==> config.mk <==
export PLATFORM = sky130hd
export DESIGN_NAME = ddr_burst_port
export DESIGN_NICKNAME = d
export VERILOG_FILES = /design/src/rtl/ddr_burst_port.sv
export SDC_FILE = /design/constraint.sdc
export NUM_CORES = 1
export LEC_CHECK = 0
export ABC_AREA = 1
export CAP_MARGIN = 20
export CORE_MARGIN = 1.5
export CORE_UTILIZATION = 47
export DETAILED_ROUTE_END_ITERATION = 7
export GPL_ROUTABILITY_DRIVEN = 0
export PLACE_DENSITY = 0.94
export SYNTH_ARGS = -nofsm -noshare
export SYNTH_HDL_FRONTEND = slang
export SYNTH_SLANG_ARGS = --single-unit
==> constraint.sdc <==
create_clock -name clk -period 3.9 [get_ports clk]
set_input_delay 0.78 -clock clk [delete_from_list [all_inputs] [get_ports clk]]
set_output_delay 0.78 -clock clk [all_outputs]
set_load 0.02 [all_outputs]
==> src/rtl/ddr_burst_port.sv <==
// rtl/ddr_burst_port.sv - burst port between the cache and a command/data memory interface
module ddr_burst_port #(
   parameter int DATA_WIDTH     = 16,
   parameter int DDR_ADDR_WIDTH = 28,
   parameter int BURST_LEN      = 16
) (
   input  logic                      clk,
   input  logic                      rst,
   input  logic                      DATA_read_req,
   input  logic                      DATA_store_req,
   input  logic                      JMP_ADDR_read_req,
   input  logic [DDR_ADDR_WIDTH-1:0] DATA_read_addr,
   input  logic [DDR_ADDR_WIDTH-1:0] DATA_write_addr,
   input  logic [DATA_WIDTH-1:0]     DATA_to_ddr,
   input  logic                      data_to_ddr_rdy,
   output logic [DATA_WIDTH-1:0]     DATA_to_cache,
   output logic [DDR_ADDR_WIDTH-1:0] JMP_ADDR_to_cache,
   output logic [9:0]                rd_cnt_data,
   output logic                      rd_burst_data_valid,
   output logic                      wr_burst_data_req,
   output logic [3:0]                state_interface_module,
   output logic                      mem_cmd_valid,
   input  logic                      mem_cmd_ready,
   output logic                      mem_cmd_we,
   output logic [DDR_ADDR_WIDTH-1:0] mem_cmd_addr,
   output logic [9:0]                mem_cmd_len,
   input  logic                      mem_rd_valid,
   input  logic [DATA_WIDTH-1:0]     mem_rd_data,
   input  logic                      mem_wr_ready,
   output logic                      mem_wr_valid,
   output logic [DATA_WIDTH-1:0]     mem_wr_data
);

   typedef enum logic [3:0] {
      IDLE                 = 4'd0,
      MEM_READ_DATA        = 4'd1,
      MEM_READ_JMP         = 4'd2,
      MEM_WRITE_DATA_STORE = 4'd9,
      DONE                 = 4'd10
   } state_t;

   localparam int WCW = $clog2(BURST_LEN + 1);

   state_t           state, state_next;
   logic [WCW-1:0]   wr_cnt;
   logic [15:0]      jmp_lo;
   logic             rd_beat;
   logic             wr_beat;
   logic             leave_idle;

   assign state_interface_module = state;
   assign leave_idle             = (state == IDLE) && (state_next != IDLE);

   // State register; reset abandons any burst in flight.
   always_ff @(posedge clk or negedge rst) begin
      if (!rst) state <= IDLE;
      else      state <= state_next;
   end

   // Next state and beat qualification; no beat moves until the command is accepted.
   always_comb begin
      state_next        = state;
      rd_beat           = 1'b0;
      wr_beat           = 1'b0;
      wr_burst_data_req = 1'b0;
      mem_wr_valid      = 1'b0;
      mem_wr_data       = '0;
      case (state)
         IDLE: begin
            if (DATA_store_req)         state_next = MEM_WRITE_DATA_STORE;
            else if (DATA_read_req)     state_next = MEM_READ_DATA;
            else if (JMP_ADDR_read_req) state_next = MEM_READ_JMP;
         end
         MEM_READ_DATA: begin
            if (!mem_cmd_valid && mem_rd_valid) begin
               rd_beat = 1'b1;
               if (rd_cnt_data == 10'(BURST_LEN - 1)) state_next = DONE;
            end
         end
         MEM_READ_JMP: begin
            if (!mem_cmd_valid && mem_rd_valid) begin
               rd_beat = 1'b1;
               if (rd_cnt_data == 10'd1) state_next = DONE;
            end
         end
         MEM_WRITE_DATA_STORE: begin
            if (!mem_cmd_valid && mem_wr_ready && data_to_ddr_rdy && (wr_cnt < WCW'(BURST_LEN))) begin
               wr_beat           = 1'b1;
               wr_burst_data_req = 1'b1;
               mem_wr_valid      = 1'b1;
               mem_wr_data       = DATA_to_ddr;
               if (wr_cnt == WCW'(BURST_LEN - 1)) state_next = DONE;
            end
         end
         DONE: begin
            // Wait for all requests to drop so a held request cannot retrigger.
            if (!DATA_store_req && !DATA_read_req && !JMP_ADDR_read_req) state_next = IDLE;
         end
         default: state_next = IDLE;
      endcase
   end

   // Command issue, read capture, beat counters and jump-address assembly.
   always_ff @(posedge clk or negedge rst) begin
      if (!rst) begin
         mem_cmd_valid       <= 1'b0;
         mem_cmd_we          <= 1'b0;
         mem_cmd_addr        <= '0;
         mem_cmd_len         <= '0;
         rd_cnt_data         <= '0;
         rd_burst_data_valid <= 1'b0;
         DATA_to_cache       <= '0;
         JMP_ADDR_to_cache   <= '0;
         jmp_lo              <= '0;
         wr_cnt              <= '0;
      end else begin
         rd_burst_data_valid <= rd_beat;
         if (leave_idle) begin
            mem_cmd_valid <= 1'b1;
            mem_cmd_we    <= (state_next == MEM_WRITE_DATA_STORE);
            mem_cmd_addr  <= DATA_store_req ? DATA_write_addr : DATA_read_addr;
            mem_cmd_len   <= (state_next == MEM_READ_JMP) ? 10'd2 : 10'(BURST_LEN);
            rd_cnt_data   <= '0;
            wr_cnt        <= '0;
         end else begin
            if (mem_cmd_valid && mem_cmd_ready) mem_cmd_valid <= 1'b0;
            if (rd_beat) begin
               rd_cnt_data   <= rd_cnt_data + 10'd1;
               DATA_to_cache <= mem_rd_data;
               if (state == MEM_READ_JMP) begin
                  if (rd_cnt_data == 10'd0) jmp_lo <= mem_rd_data[15:0];
                  else JMP_ADDR_to_cache <= {mem_rd_data[DDR_ADDR_WIDTH-17:0], jmp_lo};
               end
            end else if (state == DONE && !mem_cmd_we && rd_cnt_data == mem_cmd_len) begin
               // One extra count marks burst completion for the cache.
               rd_cnt_data <= rd_cnt_data + 10'd1;
            end
            if (wr_beat) wr_cnt <= wr_cnt + WCW'(1);
         end
      end
   end

endmodule

---- Word-level counts from Yosys, hierarchy flattened ----
Index checks and enable logic that the tools add are counted.
storage, ports and cells
  register bits after elaboration ......... 120
  output and inout bits ................... 117
cells by class
  add/subtract/negate cells ............... 2
  $lt $le $gt $ge ......................... 1
  equality and inequality tests ........... 10
  muxes and demuxes ....................... 26
  bitwise logic cells ..................... 2
  reduce and logical (&&, ||, !) cells .... 25
operator list
  operator                 count
  $mux W4                  10
  $mux W16                 2
  $mux W10                 3
  $mux W28                 1
  $pmux W4 S5              1
  $mux W5                  3
  $eq A4 B4 Y1 const B     3
  $add A10 B1 Y10 const B  1
  $eq A10 B1 Y1 const B    1
  $eq A10 B10 Y1           1
  $eq A10 B4 Y1 const B    1
  $logic_and A1 B1 Y1      10
  $logic_not A10 Y1        1
  $eq A4 B2 Y1 const B     2
  $reduce_and A4 Y1        2
  $mux W1                  6
  $add A5 B1 Y5 const B    1
  $eq A5 B4 Y1 const B     1
  $logic_not A1 Y1         5
  $lt A5 B5 Y1 const B     1
  $eq A4 B1 Y1 const B     1
  $logic_not A4 Y1         1
  $reduce_bool A2 Y1       2
  $reduce_bool A4 Y1       1
  4 further kinds          5

---- Depth between registers and ports, before layout ----
Gate-level depths: netlist (run 1).
  depth in word-level cells ............... 10
  depth in mapped cells ................... 10

---- Least setup slack after synthesis (run 1) ----
OpenSTA, ideal clock, no wires.
  path kind ............................... input-to-output
  from .................................... input data_to_ddr_rdy
  to ...................................... output mem_wr_data[10]
  data arrival time ....................... 1874 ps
  path slack .............................. 1246 ps
  cell stages on the path ................. 5
  path buffers ............................ 1
  path through ............................ nand4_1 > nor2_2 > inv_2 > buf_2 > nor2_1
on the way
  word-level cells in the longest chain between the ends .. 4
ends and longest elaborated chain
  element                           RTL line  source
  start: declaration                15        input logic data_to_ddr_rdy,
  $logic_and A1 B1 Y1 (2 in a row)  87        if (!mem_cmd_valid && mem_wr_ready && data_to_ddr_rdy && (wr_cnt < WCW'(BURST_LEN))) begin
  $mux W16                          87
  $mux W16                          68        case (state)
  end: declaration                  31        output logic [DATA_WIDTH-1:0] mem_wr_data
No other way between the ends.

---- Final worst setup path (run 1) ----
Same ends and word-level chain as after synthesis.

==> results by group, run 1 <==
Placed design
  • Placed Area: 7310 µm²
  • Port buffer count: 205
  • Place WS: 0.418 ns
  • Placed insts: approximately 950
  • Hpwl dp: 9810 µm

Final layout
  • Layout fillers: 838
  • # diodes: 0
  • Synthesis-to-layout area growth: 43.5%
  • Finished Layout Cells: about 960
  • Nets: 919
  • Core Util, Final: 0.693
  • Area of the multi-input gates: 1960 µm²
  • Final instance area: 7510 µm²
  • Share of cells above drive strength 1: 0.0730
  • FF/Latch Area: 2800 µm²

Timing
  • Final Critical Period: 3.48 ns
  • Final setup vio count: 0
  • Final-report hold violation count: 0
  • Setup WS post-layout: 0.418 ns
  • Worst-margin pin slew: between 1 and 1.5 ns
  • Clock skew: 0.0167 ns
  • Max Slew Vio Count: 0
  • RSZ-0062 raised after global routing: false
  • FMAX: 287 MHz
  • Slew headroom: 0.320
  • Final setup TNS: 0 ns
  • Fin crit share: 0.893

Detailed routing
  • DRC: 0
  • DR WL met2: 6510 µm
  • DR iter-0 viols: 329
  • Routed length on met3: 1130 µm
  • Routed WL per cell: 13.7 µm
  • Drt total wl: 13100 µm
  • DR top layer: met4
  • Vias per cell: 4.96
  • Vias: 4775
  • Final ANT Viol Nets: 0
  • Pre-Repair DR Iteration Count: 4
  • M1 WL: 5100 µm

Synthesis
  • Synthesis Warnings: 0
  • Post-synth top flop: dfrtp_1
  • Netlist area before placement: 5240 µm²
  • Syn Inst Count: 623
  • Synth area leaders: dfrtp_1 (54%), nand2_1 (12%), nor2_1 (5.1%)
  • Post-synth EDFFs: 0
  • Yosys reg bits: 112
  • Register area share after synthesis: 0.535
  • Synth cell types: 29
  • Yosys top cell by area: dfrtp_1
  • Share of the synthesized area in the top cell type: 0.535
  • Async S/R FF share, synth: 1.00
  • Mean Syn Cell Area: 8.41 µm²

Die
  • Boundary Pins: 214
  • Core area: 10800 µm²
  • Chip Width: 109 µm
  • Initial Utilization: 0.483
  • Rows: 38
  • Die height: between 100 and 150 µm
  • Die area: approximately 12000 µm²

Global routing
  • Antenna violations before repair: 0
  • Pin count of the biggest net entering global routing: slightly above 70
  • Vias in the first global route: 4586
  • First-pass GRT wire length: 21200 µm
  • Grt ovf: 0
  • GRT Util Overall: 0.229

CTS
  • Clk_lat worst skew: 0.37 ns
  • Clock root buffer: clkbuf_8
  • CTS sink cnt: between 100 and 150
  • CTS tree: yes
  • Worst-case clock buffer depth: 2
  • Hold_buf cts: 0
  • TritonCTS Buffers: 9
  • H-tree level count: 3
  • Worst-path clk slew: 0.11 ns
  • Setup repair bufs after CTS: 0
  • CTS resizes: 0

Worst setup path
  • Worst Path Required: approximately 3.1 ns
  • Critical Path End Type: output port
  • Reg2Reg Depth: 7
  • Critical Path Fanout Max: 19
  • Critical path arrival: 2.70 ns
  • WS Path Type: in -> out
  • CP startpoint kind: input pin

Status
  • Outcome: finished clean

Hold path
  • Min-delay worst type: in -> async

Pwr
  • Max VDD drop: approximately 0.00046 V
  • PwrDens: 655 nW/µm²
  • Static leakage: 3.43 nW

Job
  • # Max-Cap Violations: 0
power breakdown:
group          total, mW  leakage (nW)  internal, mW  switching (mW)
Combinational       2.36          1.90          1.07            1.28
Sequential          1.90          1.44          1.58           0.320
Clock              0.665        0.0957         0.251           0.414
stage by stage:
stage	power, mW	hold WS [ns]
after floorplan	3.18	0.459
after global placement	4.20	0.464
after detailed placement	4.27	0.473
after CTS	4.95	0.426
after global routing	5.25	0.446
final	4.92	0.419
worst max-delay path: stages:
cell             delay (ns)
clkdlybuf4s50_1        0.46
nand4_1                0.14
nor2_2                 0.32
inv_2                  0.21
nor2_1                 0.15
clkdlybuf4s50_1        0.64
flip-flops by register name (all words and copies together), names as in the netlist:
signal                  cells
DATA_to_cache              16
JMP_ADDR_to_cache          28
jmp_lo                     16
mem_cmd_addr               28
mem_cmd_len                 2
mem_cmd_valid               1
mem_cmd_we                  1
rd_burst_data_valid         1
rd_cnt_data                10
state_interface_module      4
wr_cnt                      5
metal layers:
layer,vias up,GRT usage
met2,210,0.392
met3,28,0.0687
met4,0,0.0930
li1,2341,-
met1,2196,0.269
met5,-,0
Yosys cell counts (3+ instances only):
library cell  instances
o21ai_2              11
inv_1                69
nand4_1               7
nor2_1               71
a31oi_1              28
nand2_1             161
buf_2                 7
nand2_2              13
clkbuf_1              7
nor2_2                7
nand3_1              20
ha_1                  5
buf_4                14
xor2_1                6
inv_2                 6
buf_6                 4
o21ai_0              10
xnor2_1               3
o21ai_1              48
dfrtp_1             112
a21oi_1               3
layout make-up:
type / count / share of cell area
clock buffer: 10 / 0.0170
clock inverter: 6 / 0.00766
inverter: 75 / 0.0375
multi-input combinational: 410 / 0.261
sequential: 112 / 0.373
tap: 140 / 0.0233
timing repair buffer: 209 / 0.280
cells by family after synthesis:
| group | share of synthesized area |
|---|---|
| adders and majority gates | 0.0119 |
| xor gates and xnor gates | 0.0151 |
| AOI/OAI and AO/OA | 0.117 |
| DFF | 0.535 |
| other | 0.000716 |
| buffers and inverters | 0.0956 |
| and+or+nand+nor | 0.225 |
cell usage in the layout, fill, tap and decap left out:
master | synthesis | layout
o22ai_1 | 1 | 1
ha_1 | 5 | 5
inv_6 | 0 | 3
nand2_2 | 13 | 13
clkbuf_8 | 0 | 9
o21ai_1 | 48 | 48
conb_1 | 1 | 9
nand3_1 | 20 | 20
dfrtp_1 | 112 | 112
xor2_1 | 6 | 6
xnor2_1 | 3 | 3
buf_4 | 14 | 3
o21ai_0 | 10 | 10
o21ai_2 | 11 | 11
inv_1 | 69 | 69
nand2_1 | 161 | 161
nor3_1 | 2 | 2
nand3b_1 | 1 | 1
clkinv_4 | 0 | 1
a31oi_1 | 28 | 28
nor2_1 | 71 | 71
o31ai_4 | 1 | 1
nor2_2 | 7 | 7
inv_2 | 6 | 6
buf_12 | 0 | 2
o21bai_1 | 1 | 1
clkbuf_1 | 7 | 1
nand3_2 | 2 | 2
a21oi_1 | 3 | 3
nand4_1 | 7 | 7
inv_8 | 0 | 2
clkdlybuf4s50_1 | 0 | 204
path summary, 6_finish.rpt:
check	to	slack, ns	startpoint
max reg2reg	jmp_lo[10]	1.66	rd_cnt_data[0]
max	mem_wr_data[10]	0.42	data_to_ddr_rdy
max in group asynchronous	wr_cnt[0]	2.73	rst
min	JMP_ADDR_to_cache[20]	0.42	rst
min in group clk	JMP_ADDR_to_cache[23]	0.49	JMP_ADDR_to_cache[23]
min reg2reg	JMP_ADDR_to_cache[23]	0.49	JMP_ADDR_to_cache[23]
Note: power is estimated with default switching activity, not from simulation.
==> run 2: changes to the inputs <==
--- a/config.mk
+++ b/config.mk
@@ -7,6 +7,7 @@
 export LEC_CHECK = 0
 export ABC_AREA = 1
 export CAP_MARGIN = 20
+export CORE_ASPECT_RATIO = 1.75
 export CORE_MARGIN = 1.5
 export CORE_UTILIZATION = 47
 export DETAILED_ROUTE_END_ITERATION = 7
==> results by group, run 2 (synthesis results as in run 1) <==
Status
  • Outcome: finished clean

CTS
  • CTS resizes: 0 (unchanged)
  • H-tree level count: 3 (unchanged)
  • Setup repair bufs after CTS: 0 (unchanged)
  • Clk_lat worst skew: 0.34 ns (-0.03 ns)
  • Hold_buf cts: 0 (unchanged)
  • TritonCTS Buffers: 9 (unchanged)
  • Clock root buffer: clkbuf_16
  • CTS tree: yes
  • CTS sink cnt: 112 (unchanged)
  • Worst-path clk slew: 0.07 ns (-0.04 ns)
  • Worst-case clock buffer depth: 2 (unchanged)

Worst setup path
  • Slowest CP cell: clkdlybuf4s50_1
  • Worst flop-to-flop path endpoint: JMP_ADDR_to_cache[8]
  • Critical path arrival: 2.69 ns (about the same)
  • Cell with the most instances on the worst path: clkdlybuf4s50_1
  • CP startpoint kind: input pin
  • Reg2Reg Depth: 7 (unchanged)
  • R2r setup slk: 1.52 ns (-0.14 ns)
  • WS Path Type: in -> out
  • Worst path cell trace: clkdlybuf4s50_1, nand4_1, nor2_2, inv_2, nor2_1, clkdlybuf4s50_1
  • Worst path bufs/invs: 3 (unchanged)
  • R2R Path Start: rd_cnt_data[0]
  • Delay-heaviest family, CP: buffers and inverters
  • Worst Path Required: 3.12 ns (about the same)
  • Critical Path Max Stage Delay: 0.62 ns (-0.02 ns)
  • Critical Path End Type: output port
  • Critical Path Fanout Max: 19 (unchanged)

Final layout
  • Most frequent cells in the layout: clkdlybuf4s50_1 (204), nand2_1 (161), dfrtp_1 (112)
  • Most common cell after layout, fill and taps aside: clkdlybuf4s50_1
  • # diodes: 0 (unchanged)
  • Share of cells above drive strength 1: 0.0741 (+0.00113)
  • Biggest regs: JMP_ADDR_to_cache x28, mem_cmd_addr x28
  • Nets: 920 (+0.11%)
  • Synthesis-to-layout area growth: 46.2%

Timing
  • Fin crit share: 0.891 (-0.00216)
  • RSZ-0062 raised after global routing: false
  • Slew headroom: 0.535 (+0.215)
  • Worst-margin pin slew: 0.695 ns (-0.323 ns)
  • Max Slew Vio Count: 0 (unchanged)
  • Final Critical Period: 3.47 ns (-0.00841 ns)
  • FMAX: 288 MHz (+0.24%)
  • Final-report hold violation count: 0 (unchanged)
  • Final setup vio count: 0 (unchanged)
  • Clock skew: 0.00990 ns (-0.00679 ns)
  • Final setup TNS: 0 ns (unchanged)

Pwr
  • Max VDD drop: 0.000489 V (+6.3%)
  • Static leakage: 3.51 nW (+2.1%)
  • Total power: 5.24 mW (+6.5%)
  • PwrDens: 685 nW/µm² (+4.5%)

Detailed routing
  • Pre-Repair DR Iteration Count: 4 (unchanged)
  • Routed WL per cell: 14.6 µm (+6.7%)
  • Vias per cell: 4.99 (+0.44%)
  • Final ANT Viol Nets: 0 (unchanged)
  • Drt total wl: 13900 µm (+5.7%)
  • DRC: 0 (unchanged)
  • Vias: 4751 (-0.50%)
  • DR iter-0 viols: 207 (-37%)

Global routing
  • Met2 usage: 0.439 (+0.0469)
  • Grt ovf: 0 (unchanged)
  • First-pass GRT wire length: 22600 µm (+6.9%)
  • Met3 GRT Util: 0.0543 (-0.0144)
  • GRT Util Overall: 0.239 (+0.00930)
  • Pin count of the biggest net entering global routing: 72 (unchanged)
  • Antenna violations before repair: 0 (unchanged)
  • GR peak layer: met2
  • Met1 GRT Util: 0.258 (-0.0107)
  • Vias in the first global route: 4818 (+5.1%)

Die
  • Chip Width: 82.8 µm (-24%)
  • Die height: 143 µm (+31%)
  • Rows: 50 (+32%)
  • Core area: 10800 µm² (-0.74%)
  • Boundary Pins: 214 (unchanged)
  • Initial Utilization: 0.487 (+0.00360)
  • Die area: 11800 µm² (+0.21%)

Placed design
  • Port buffer count: 205 (unchanged)
  • Hpwl dp: 10300 µm (+4.8%)

Hold path
  • Min-delay worst type: in -> async

Job
  • # Max-Cap Violations: 0 (unchanged)
## run 2: changes by cell type in the layout (fill, tap and decap cells not counted), sizes merged
cell | before | now
inv | 80 | 78
buf | 5 | 6
clkinv | 1 | 2
bufinv | 0 | 1
## run 2: worst max-delay path by stage
stage	slack, ns	to	startpoint	cells past startpoint
finish	0.43	mem_wr_data[6]	mem_wr_ready	6
detailed placement	0.41	mem_wr_data[6]	mem_wr_ready	6
floorplan	1.25	mem_wr_data[10]	data_to_ddr_rdy	5
global route	0.28	mem_wr_data[2]	mem_wr_ready	6
global placement	0.46	mem_wr_data[13]	mem_wr_ready	6
CTS	0.41	mem_wr_data[6]	mem_wr_ready	6
## run 2: area by class of cell
class / count / area, µm²
Fill cell: 800 / 3100
Sequential cell: 112 / 2800
Timing Repair Buffer: 210 / 2140
Multi-Input combinational cell: 410 / 1960
Inverter: 75 / 282
Clock buffer: 10 / 229
Tap cell: 130 / 163
Clock inverter: 6 / 76.3
## run 2: where the power goes
part / internal, mW / leakage [nW] / switching (mW)
Combinational: 1.08 / 1.92 / 1.31
Sequential: 1.59 / 1.44 / 0.324
Clock: 0.511 / 0.150 / 0.434
Total: 3.18 / 3.51 / 2.06
## run 2: layer usage
metal  part of all wire  wire length [µm]  vias to the layer above
li1                   -                 -                     2336
met1               0.36              5020                     2195
met2               0.54              7550                      188
met3              0.061               846                       32
met4              0.034               471                        0
met5                  0                 0                        -
## run 2: metrics by stage
step / std cells / setup slack [ns] / utilization / hold WS, ns / area, µm²
floorplan: 631 / 1.25 / - / 0.459 / 5270
detailed placement: 935 / 0.414 / 0.678 / 0.477 / 7300
global route: 953 / 0.284 / 0.712 / 0.491 / 7660
finish: 953 / 0.427 / 0.712 / 0.451 / 7660
global placement: 935 / 0.455 / 0.678 / 0.467 / 7300
CTS: 951 / 0.408 / 0.706 / 0.469 / 7600
